**config.mk**
```make
export PLATFORM = sky130hd
export DESIGN_NAME = traffic_ctrl_nway
export DESIGN_NICKNAME = d
export VERILOG_FILES = /design/src/rtl/traffic_pkg.sv /design/src/rtl/traffic_tick_gen.sv /design/src/rtl/traffic_ctrl_nway.sv
export SDC_FILE = /design/constraint.sdc
export NUM_CORES = 1
export LEC_CHECK = 0
export BUFFER_PORTS_ARGS = -buffer_cell sky130_fd_sc_hd__buf_4
export CORE_MARGIN = 2
export CORE_UTILIZATION = 49
export DETAILED_ROUTE_END_ITERATION = 10
export PLACE_DENSITY = 0.71
export SETUP_SLACK_MARGIN = 0.3
export SLEW_MARGIN = 5
export SYNTH_ARGS = -nofsm -noshare
export SYNTH_HDL_FRONTEND = slang
export SYNTH_SLANG_ARGS = --single-unit
```
**constraint.sdc**
```tcl
create_clock -name clk -period 1.4 [get_ports clk]
set_input_delay 0.28 -clock clk [delete_from_list [all_inputs] [get_ports clk]]
set_output_delay 0.28 -clock clk [all_outputs]
set_load 0.05 [all_outputs]
```
**src/rtl/traffic_pkg.sv**
```systemverilog
// Shared types and constants for the N-approach traffic-light controller.
// The S_WALK state exists only when TRAFFIC_PED_EN is defined.
package traffic_pkg;

  typedef enum logic [1:0] {
    S_GREEN  = 2'd0,
    S_YELLOW = 2'd1,
    S_ALLRED = 2'd2
`ifdef TRAFFIC_PED_EN
    ,
    S_WALK   = 2'd3
`endif
  } traffic_state_t;

  localparam logic LAMP_ON  = 1'b1;
  localparam logic LAMP_OFF = 1'b0;

  localparam int unsigned DEF_N_WAY    = 2;
  localparam int unsigned DEF_GREEN_T  = 5;
  localparam int unsigned DEF_YELLOW_T = 2;
  localparam int unsigned DEF_ALLRED_T = 1;
  localparam int unsigned DEF_WALK_T   = 4;
  localparam int unsigned DEF_TICK_DIV = 1;

  function automatic int unsigned max2(input int unsigned a, input int unsigned b);
    return (a > b) ? a : b;
  endfunction

endpackage

```
**src/rtl/traffic_tick_gen.sv**
```systemverilog
// Free-running tick generator: tick is high once every TICK_DIV clk cycles.
module traffic_tick_gen #(
  parameter int unsigned TICK_DIV = 1
) (
  input  logic clk,
  input  logic rst,
  output logic tick
);

  localparam int unsigned CW = (TICK_DIV > 1) ? $clog2(TICK_DIV) : 1;

  logic [CW-1:0] cnt_q, cnt_d;

  assign tick = (cnt_q == CW'(TICK_DIV - 1));

  always_comb begin
    cnt_d = cnt_q + 1'b1;
    if (tick) cnt_d = '0;
  end

  always_ff @(posedge clk or negedge rst) begin
    if (!rst) cnt_q <= '0;
    else      cnt_q <= cnt_d;
  end

endmodule

```
**src/rtl/traffic_ctrl_nway.sv**
```systemverilog
// Round-robin N-approach traffic-light controller with demand skipping.
// Optional pedestrian walk phase enabled by defining TRAFFIC_PED_EN.
module traffic_ctrl_nway
  import traffic_pkg::*;
#(
  parameter int unsigned N_WAY    = DEF_N_WAY,
  parameter int unsigned GREEN_T  = DEF_GREEN_T,
  parameter int unsigned YELLOW_T = DEF_YELLOW_T,
  parameter int unsigned ALLRED_T = DEF_ALLRED_T,
  parameter int unsigned WALK_T   = DEF_WALK_T,
  parameter int unsigned TICK_DIV = DEF_TICK_DIV
) (
  input  logic                       clk,
  input  logic                       rst,
  input  logic [N_WAY-1:0]           demand,
  input  logic                       ped_req,
  output logic [N_WAY-1:0]           red,
  output logic [N_WAY-1:0]           yellow,
  output logic [N_WAY-1:0]           green,
  output logic                       walk,
  output logic [$clog2(N_WAY)-1:0]   active_way
);

  localparam int unsigned WW    = $clog2(N_WAY);
  localparam int unsigned MAX_T = max2(max2(GREEN_T, YELLOW_T), max2(ALLRED_T, WALK_T));
  localparam int unsigned TMR_W = $clog2(MAX_T) + 1;

  traffic_state_t   state_q, state_d;
  logic [WW-1:0]    way_q, way_d, next_way;
  logic [TMR_W-1:0] timer_q, timer_d;
  logic [N_WAY-1:0] red_q, red_d, yellow_q, yellow_d, green_q, green_d;
  logic             walk_q, walk_d;
  logic             tick;
  logic             phase_done;
  int unsigned      dur;

`ifdef TRAFFIC_PED_EN
  logic ped_q, ped_d;
`else
  logic unused_ped;
  assign unused_ped = ped_req;
`endif

  traffic_tick_gen #(.TICK_DIV(TICK_DIV)) u_tick (
    .clk  (clk),
    .rst  (rst),
    .tick (tick)
  );

  // Round-robin search from way_q+1; falls back to way_q+1 when nobody has demand.
  always_comb begin
    logic              found;
    logic [WW-1:0]     cand;
    int unsigned       idx;
    found    = 1'b0;
    cand     = '0;
    idx      = 0;
    next_way = (way_q == WW'(N_WAY - 1)) ? '0 : way_q + 1'b1;
    for (int unsigned i = 1; i <= N_WAY; i++) begin
      idx = 32'(way_q) + i;
      if (idx >= N_WAY) idx = idx - N_WAY;
      cand = WW'(idx);
      if (!found && demand[cand]) begin
        found    = 1'b1;
        next_way = cand;
      end
    end
  end

  always_comb begin
    case (state_q)
      S_GREEN:  dur = GREEN_T;
      S_YELLOW: dur = YELLOW_T;
`ifdef TRAFFIC_PED_EN
      S_WALK:   dur = WALK_T;
`endif
      default:  dur = ALLRED_T;
    endcase
  end

  assign phase_done = tick && (timer_q == TMR_W'(dur - 1));

  // Next state, timer, pedestrian latch and the lamp image of the next state.
  always_comb begin
    state_d  = state_q;
    way_d    = way_q;
    timer_d  = timer_q;
    red_d    = '1;
    yellow_d = '0;
    green_d  = '0;
    walk_d   = 1'b0;
`ifdef TRAFFIC_PED_EN
    ped_d    = ped_q | ped_req;
`endif

    if (tick) timer_d = timer_q + 1'b1;

    if (phase_done) begin
      timer_d = '0;
      case (state_q)
        S_GREEN:  state_d = S_YELLOW;
        S_YELLOW: state_d = S_ALLRED;
        S_ALLRED: begin
`ifdef TRAFFIC_PED_EN
          if (ped_q) begin
            state_d = S_WALK;
            ped_d   = 1'b0;
          end else begin
            state_d = S_GREEN;
            way_d   = next_way;
          end
`else
          state_d = S_GREEN;
          way_d   = next_way;
`endif
        end
`ifdef TRAFFIC_PED_EN
        S_WALK:   state_d = S_ALLRED;
`endif
        default:  state_d = S_ALLRED;
      endcase
    end

    case (state_d)
      S_GREEN: begin
        green_d[way_d] = LAMP_ON;
        red_d[way_d]   = LAMP_OFF;
      end
      S_YELLOW: begin
        yellow_d[way_d] = LAMP_ON;
        red_d[way_d]    = LAMP_OFF;
      end
`ifdef TRAFFIC_PED_EN
      S_WALK:  walk_d = LAMP_ON;
`endif
      default: ;
    endcase
  end

  always_ff @(posedge clk or negedge rst) begin
    if (!rst) begin
      state_q  <= S_ALLRED;
      way_q    <= WW'(N_WAY - 1);
      timer_q  <= '0;
      red_q    <= '1;
      yellow_q <= '0;
      green_q  <= '0;
      walk_q   <= 1'b0;
    end else begin
      state_q  <= state_d;
      way_q    <= way_d;
      timer_q  <= timer_d;
      red_q    <= red_d;
      yellow_q <= yellow_d;
      green_q  <= green_d;
      walk_q   <= walk_d;
    end
  end

`ifdef TRAFFIC_PED_EN
  always_ff @(posedge clk or negedge rst) begin
    if (!rst) ped_q <= 1'b0;
    else      ped_q <= ped_d;
  end
`endif

  assign red        = red_q;
  assign yellow     = yellow_q;
  assign green      = green_q;
  assign walk       = walk_q;
  assign active_way = way_q;

endmodule

```
==> results of run 1 <==
per-stage QoR:
step	util	total power, uW	cell area (um^2)	setup TNS (ns)	instances
floorplan	-	805.7	780.7	0	71
global placement	0.5748	890.2	845.8	0	95
detailed placement	0.5748	895.4	845.8	0	95
CTS	0.7049	1234	1037	0	112
global route	0.7619	1325	1121	-0.01272	117
finish	0.7619	1281	1121	0	117
cell type report:
| class | count | area, um^2 | area share |
|---|---|---|---|
| inverter | 3 | 11.26 | 0.01004 |
| multi-input combinational | 49 | 425.4 | 0.3795 |
| sequential | 13 | 336.6 | 0.3002 |
| tap | 16 | 20.02 | 0.01786 |
| clock buffer | 4 | 26.28 | 0.02344 |
| timing repair buffer | 32 | 301.5 | 0.2690 |
report_power, final:
| group | internal [uW] | leakage, uW | switching [uW] | total (uW) |
|---|---|---|---|---|
| sequential | 444 | 0.000152 | 34.9 | 479 |
| combinational | 259 | 0.000348 | 311 | 569 |
| clock | 110 | 0.0000150 | 123 | 233 |
registers in the layout, indices dropped and copies added, names as in the netlist:
name and count:
active_way 1, green 2, red 2, state_q 2, timer_q 4, yellow 2
what timing repair did:
action | in CTS | in global routing
gates resized for setup | 17 | 13
hold buffers | 1 | 0
gates cloned | 0 | 1
buffers inserted | 12 | 4
setup endpoints to repair | 16 | 19
pin swaps | 7 | 2
endpoints found under the hold margin | 9 | 0
layout by cell type (no fill, tap or decap), drive strengths merged, types with 2 or more instances in the layout:
master	Yosys	layout
dfstp	4	4
a22oi	2	2
buf	6	31
and2b	2	2
nor2	4	4
a32o	2	2
nand2b	3	3
o2bb2ai	2	2
and2	2	2
clkbuf	0	4
o21ai	3	3
dfrtp	9	9
a21oi	6	6
inv	3	3
nor3b	2	2
final timing paths:
check / endpoint / slack [ns] / cells past startpoint
hold / removal: active_way / 0.17 / 2
min in group asynchronous: green[0] / 0.38 / 2
setup / recovery: state_q[0] / 0.03 / 3
max in group asynchronous: state_q[1] / 0.78 / 2
setup reg to reg: state_q[0] / 0.03 / 3
hold reg to reg: timer_q[0] / 0.53 / 1
kinds of logic (layout without fill, tap and decap cells):
kind of cell | after synthesis | after routing | share of synthesized area
adders and majority gates | 1 | 1 | 0.01661
AOI/OAI and AO/OA | 23 | 23 | 0.2226
and+or+nand+nor | 21 | 21 | 0.1977
xor gates and xnor gates | 2 | 2 | 0.02326
DFF | 13 | 13 | 0.4385
buffers and inverters | 9 | 39 | 0.08306
muxes | 1 | 1 | 0.01329
other | 1 | 1 | 0.004979
layer usage:
| layer | vias to the layer above | global-route usage | part of all wire |
|---|---|---|---|
| li1 | 316 | - | - |
| met1 | 327 | 0.2865 | 0.44 |
| met2 | 28 | 0.3134 | 0.47 |
| met3 | 4 | 0.05106 | 0.066 |
| met4 | 0 | 0.1212 | 0.023 |
| met5 | - | 0 | 0 |
critical path: cells and delay by family, from the launching register on:
| kind | cells | cell delay, ns |
|---|---|---|
| flip-flops | 1 | 0.47 |
| AO/OA/AOI/OAI | 2 | 0.38 |
| AND/OR/NAND/NOR | 1 | 0.40 |
==> impl_metrics.json, run 1 <==
{
  "yosys_warnings": 0,
  "grt_pass1_vias": 628,
  "min_from": "demand[0]",
  "max_freq_ghz": 0.7283,
  "path_clk_slew_ns": 0.08,
  "reg2reg_from": "timer_q[1]",
  "ioPinCount": 13,
  "cp_max_fo": 7,
  "wl_per_cell_um": 16.38,
  "cts-root-buf": "clkbuf_4",
  "grt_max_degree": 14,
  "syn_area_per_cell_um2": 10.61,
  "syn_nets": 77,
  "clk_path_buf_depth": 2,
  "synthFlopType": "dfrtp_1",
  "core_um2": 1471,
  "period_minus_slack_ns": 1.373,
  "synthTopCellsByArea": "dfrtp_1 (30%), dfstp_2 (14%), buf_6 (4.5%)",
  "slowest_stage": "dfrtp_2",
  "finish.net_count": 108,
  "yosys.area.top_type": "dfrtp_1",
  "antenna_found_initial": 0,
  "holdCritPathClass": "input pin to flop",
  "crit_start": "timer_q[1]",
  "gp_congestion": 0.7971,
  "async_reset_ff_frac": 1.000,
  "final_hold_viol_count": 0,
  "critical_path.max_stage_delay_ns": 0.47,
  "diodes": 0,
  "fill_cells": 98,
  "skew_ns": 0.005535,
  "critPathCaptureType": "flop",
  "cts_tree": "yes",
  "rsz0062_at_grt": "yes",
  "worst_slack_ns": 0.02693,
  "synth_most_common_cell": "dfrtp_1",
  "synth_cell_types": 38,
  "status": "finished clean",
  "crit_type": "flop to flop",
  "dieArea_um2": 1867,
  "p_leak_uw": 0.0005147,
  "cts_buffers": 3,
  "initial_core_util": 0.5119,
  "powerDensity_nw_per_um2": 1143,
  "worstPathArrival_ns": 1.53,
  "vias": 675,
  "cts.sinks": 13,
  "portBuffers": 10,
  "drc": 0,
  "synth_seq_cells": 13,
  "syn2layout_area_growth_pct": 48.84,
  "drv_slew": 0,
  "drt_wl_total_mm": 1.916,
  "synthTopCellsByCount": "dfrtp_1 (9), a21oi_1 (6), dfstp_2 (4), nor2_1 (4)",
  "syn-cell-area_um2": 753.2,
  "crit_required_ns": 1.55,
  "grt_overflow_total": 0,
  "h-tree-depth": 1,
  "vias_per_cell": 5.769,
  "drtAntennaViolNets": 0,
  "synth_edf_count": 0,
  "dr.pass1.iters": 4,
  "vdd_drop_max_v": 0.0009806,
  "worstPathCellList": "nor3_1 > o21ai_0 > o2bb2ai_1",
  "finalCritPeriodShare": 0.9808,
  "worstSetupStartpointType": "flop",
  "grt_pass1_wl_mm": 2.849,
  "grt.total_usage": 0.2145,
  "report.final.setup_viol": 0,
  "netlist_instances": 71,
  "yosysSeqAreaShare": 0.4385,
  "max_cap_viol_count": 0,
  "insertion_delay_ns": 0.27,
  "hold_slack_ns": 0.1724,
  "fp.dieH_um": 43.21,
  "post-dp-hpwl_mm": 1.017,
  "fp.dieW_um": 43.21,
  "drive_above_1_share": 0.5941,
  "pre_cts_ws_ns": 0.05825,
  "synth_top_area_share": 0.2990,
  "rows": 14,
  "drtIter0Drc": 23
}
Power figures use the tool's default switching activity.
==> inputs of run 2 (changes only) <==
SYNTH_HIERARCHICAL = 1   (was unset)
==> run 2 against run 1 <==
Effect of this change: synthesized area shrank 4.0%; cell area grew 5.1%; clock power shrank 2%; die area shrank 3.6%; critical path type is now flop to output pin; critical path depth shrank 2; highest routed layer unchanged; hold slack gained 0.17 ns; maximum frequency grew 1.5%; sequential share of layout area shrank 1.4 points; routed wire length grew 9.4%; cell count shrank 1.7%.
==> impl_metrics.json, run 2 <==
{
  "critical_path.max_stage_delay_ns": 0.65,
  "p_int_uw": 1682,
  "final_common_cell": "buf_4",
  "layout_common_cells": "buf_4 (20), buf_6 (10), a21oi_2 (7)",
  "initial_core_util": 0.5422,
  "cts.sinks": 13,
  "cp_max_fo": 3,
  "synth-adder-area-share": 0.04498,
  "reg2reg_from": "timer_q[2]",
  "synth_seq_cells": 13,
  "vias_per_cell": 5.835,
  "syn-cell-area_um2": 723.2,
  "skew_ns": 0.009398,
  "drc": 0,
  "cts-root-buf": "clkbuf_4",
  "synth_edf_count": 0,
  "synthFlopType": "dfrtp_1",
  "grt_pass1_vias": 632,
  "worst_slack_ns": 0.04658,
  "syn_nets": 74,
  "max_cap_viol_count": 0,
  "cts_buffers": 3,
  "wl_per_cell_um": 18.23,
  "setup_tns_ns": 0,
  "finish.net_count": 107,
  "fp.dieW_um": 42.42,
  "vias": 671,
  "drt_wl_total_mm": 2.096,
  "yosys.area.top_type": "dfrtp_1",
  "vdd_drop_max_v": 0.001502,
  "core_um2": 1334,
  "drive_above_1_share": 0.6700,
  "gp_congestion": 0.7723,
  "clk_path_buf_depth": 2,
  "powerDensity_nw_per_um2": 2525,
  "path_buf_inv": 1,
  "synth_compound_area_frac": 0.1332,
  "final_hold_viol_count": 0,
  "grt_overflow_total": 0,
  "finalPower_uw": 2976,
  "yosys_warnings": 6,
  "synthTopCellsByArea": "dfrtp_1 (31%), dfstp_2 (15%), a21oi_1 (4.8%)",
  "min_from": "demand[1]",
  "async_reset_ff_frac": 1.000,
  "p_sw_uw": 1294,
  "largest_register_ffs": 4,
  "worstSetupStartpointType": "flop",
  "syn_area_per_cell_um2": 10.64,
  "layout.cells.non_filler": 115,
  "r2r_cells": 5,
  "pre_cts_ws_ns": 0.01380,
  "drv_slew": 0,
  "ioPinCount": 13,
  "crit_required_ns": 1.12,
  "path_clk_slew_ns": 0.08,
  "r2r_slack_ns": 0.05,
  "worstHoldPathCells": 3,
  "synth_top_family_by_area": "simple AND/OR/NAND/NOR gates",
  "portBuffers": 10,
  "synth_top_area_share": 0.3114,
  "netlist_instances": 68,
  "synth_cell_types": 36,
  "cts_tree": "yes",
  "worstPathCellList": "buf_8",
  "synthTopCellsByCount": "dfrtp_1 (9), a21oi_1 (7), dfstp_2 (4), inv_1 (4), nor2_1 (4)",
  "synthSimpleGateAreaFrac": 0.1972,
  "syn2layout_area_growth_pct": 62.98,
  "insertion_delay_ns": 0.28,
  "power_frac_comb": 0.656,
  "fp.dieH_um": 42.42,
  "antenna_found_initial": 0,
  "yosysSeqAreaShare": 0.4567,
  "post-place-cells": 94,
  "report.final.setup_viol": 0,
  "yosys.area_share.xor_xnor": 0.03633,
  "timing.rr.end": "state_q[0]",
  "grt_max_degree": 14,
  "dr.pass1.iters": 4,
  "synth_most_common_cell": "dfrtp_1",
  "drtAntennaViolNets": 0,
  "slowest_stage": "dfstp_4",
  "finalCritPeriodShare": 0.9667,
  "holdCritPathClass": "input pin to flop",
  "post-dp-hpwl_mm": 1.026,
  "h-tree-depth": 1,
  "diodes": 0,
  "status": "finished clean",
  "rows": 13,
  "grt.total_usage": 0.2077,
  "dieArea_um2": 1799,
  "largest_register": "timer_q",
  "synth.mux.area_fraction": 0.04325,
  "grt_pass1_wl_mm": 2.773,
  "hold_path_end": "red[1]",
  "critPathCaptureType": "output pin",
  "max_freq_ghz": 0.7389,
  "crit_family": "flip-flops",
  "rsz0062_at_grt": "yes",
  "switching_share": 0.4349,
  "drtIter0Drc": 19,
  "crit_type": "flop to output pin",
  "worstPathArrival_ns": 1.07,
  "p_leak_uw": 0.0005195,
  "clockPowerShare": 0.077,
  "seqPwrFrac": 0.267,
  "period_minus_slack_ns": 1.353
}
-- run 2: through the flow --
stage	util	hold WS (ns)	instance area, um^2
floorplan	-	-0.01559	747.0
global placement	0.6341	0.1283	845.8
detailed placement	0.6341	0.1310	845.8
CTS	0.8030	0.3256	1071
global route	0.8837	0.3437	1179
finish	0.8837	0.3422	1179
-- run 2: what timing repair did --
action,4_1_cts,5_1_grt
pin swaps,11,5
buffers inserted,9,7
endpoints found under the setup margin,19,18
gates resized for setup,29,9
endpoints found under the hold margin,9,0
hold buffers,1,0
-- run 2: power by group through the flow --
stage	Clock, uW	Combinational [uW]	Sequential [uW]
2_1_floorplan	0	667	913
3_3_place_gp	0	1080	757
3_5_place_dp	0	1110	769
4_1_cts	235	1520	800
5_1_grt	248	2050	811
6_report	228	1950	795
-- run 2: metal layers --
layer / GRT usage / wire, um / vias up
li1: - / - / 307
met2: 0.3538 / 1110 / 29
met4: 0.03750 / 29 / 0
met5: 0 / 0 / -
met3: 0.07759 / 96 / 4
met1: 0.2514 / 859 / 331
-- run 2: cell type report --
cell class / count / area [um^2]
Clock buffer: 4 / 26.28
Fill cell: 62 / 155.1
Multi-Input combinational cell: 45 / 462.9
Inverter: 4 / 15.01
Tap cell: 15 / 18.77
Sequential cell: 13 / 337.8
Timing Repair Buffer: 34 / 317.8
-- run 2: worst max-delay path by stage --
stage                    start          to  slack [ns]  depth (start not counted)
floorplan           timer_q[1]  active_way        0.06                          3
global placement    timer_q[1]  active_way        0.04                          3
detailed placement  timer_q[1]  active_way        0.01                          3
CTS                 active_way  active_way        0.05                          1
global route        timer_q[2]  state_q[0]      -0.003                          5
finish              active_way  active_way        0.05                          1
-- run 2: kinds of logic (layout without fill, tap and decap cells) --
family | count (synthesis) | in the layout
AND/OR/NAND/NOR | 19 | 19
multiplexers | 3 | 3
AO/OA/AOI/OAI | 15 | 15
XOR/XNOR | 3 | 3
other | 2 | 2
flip-flops | 13 | 13
adder cells (fa/ha/maj) | 3 | 3
buffers and inverters | 10 | 42
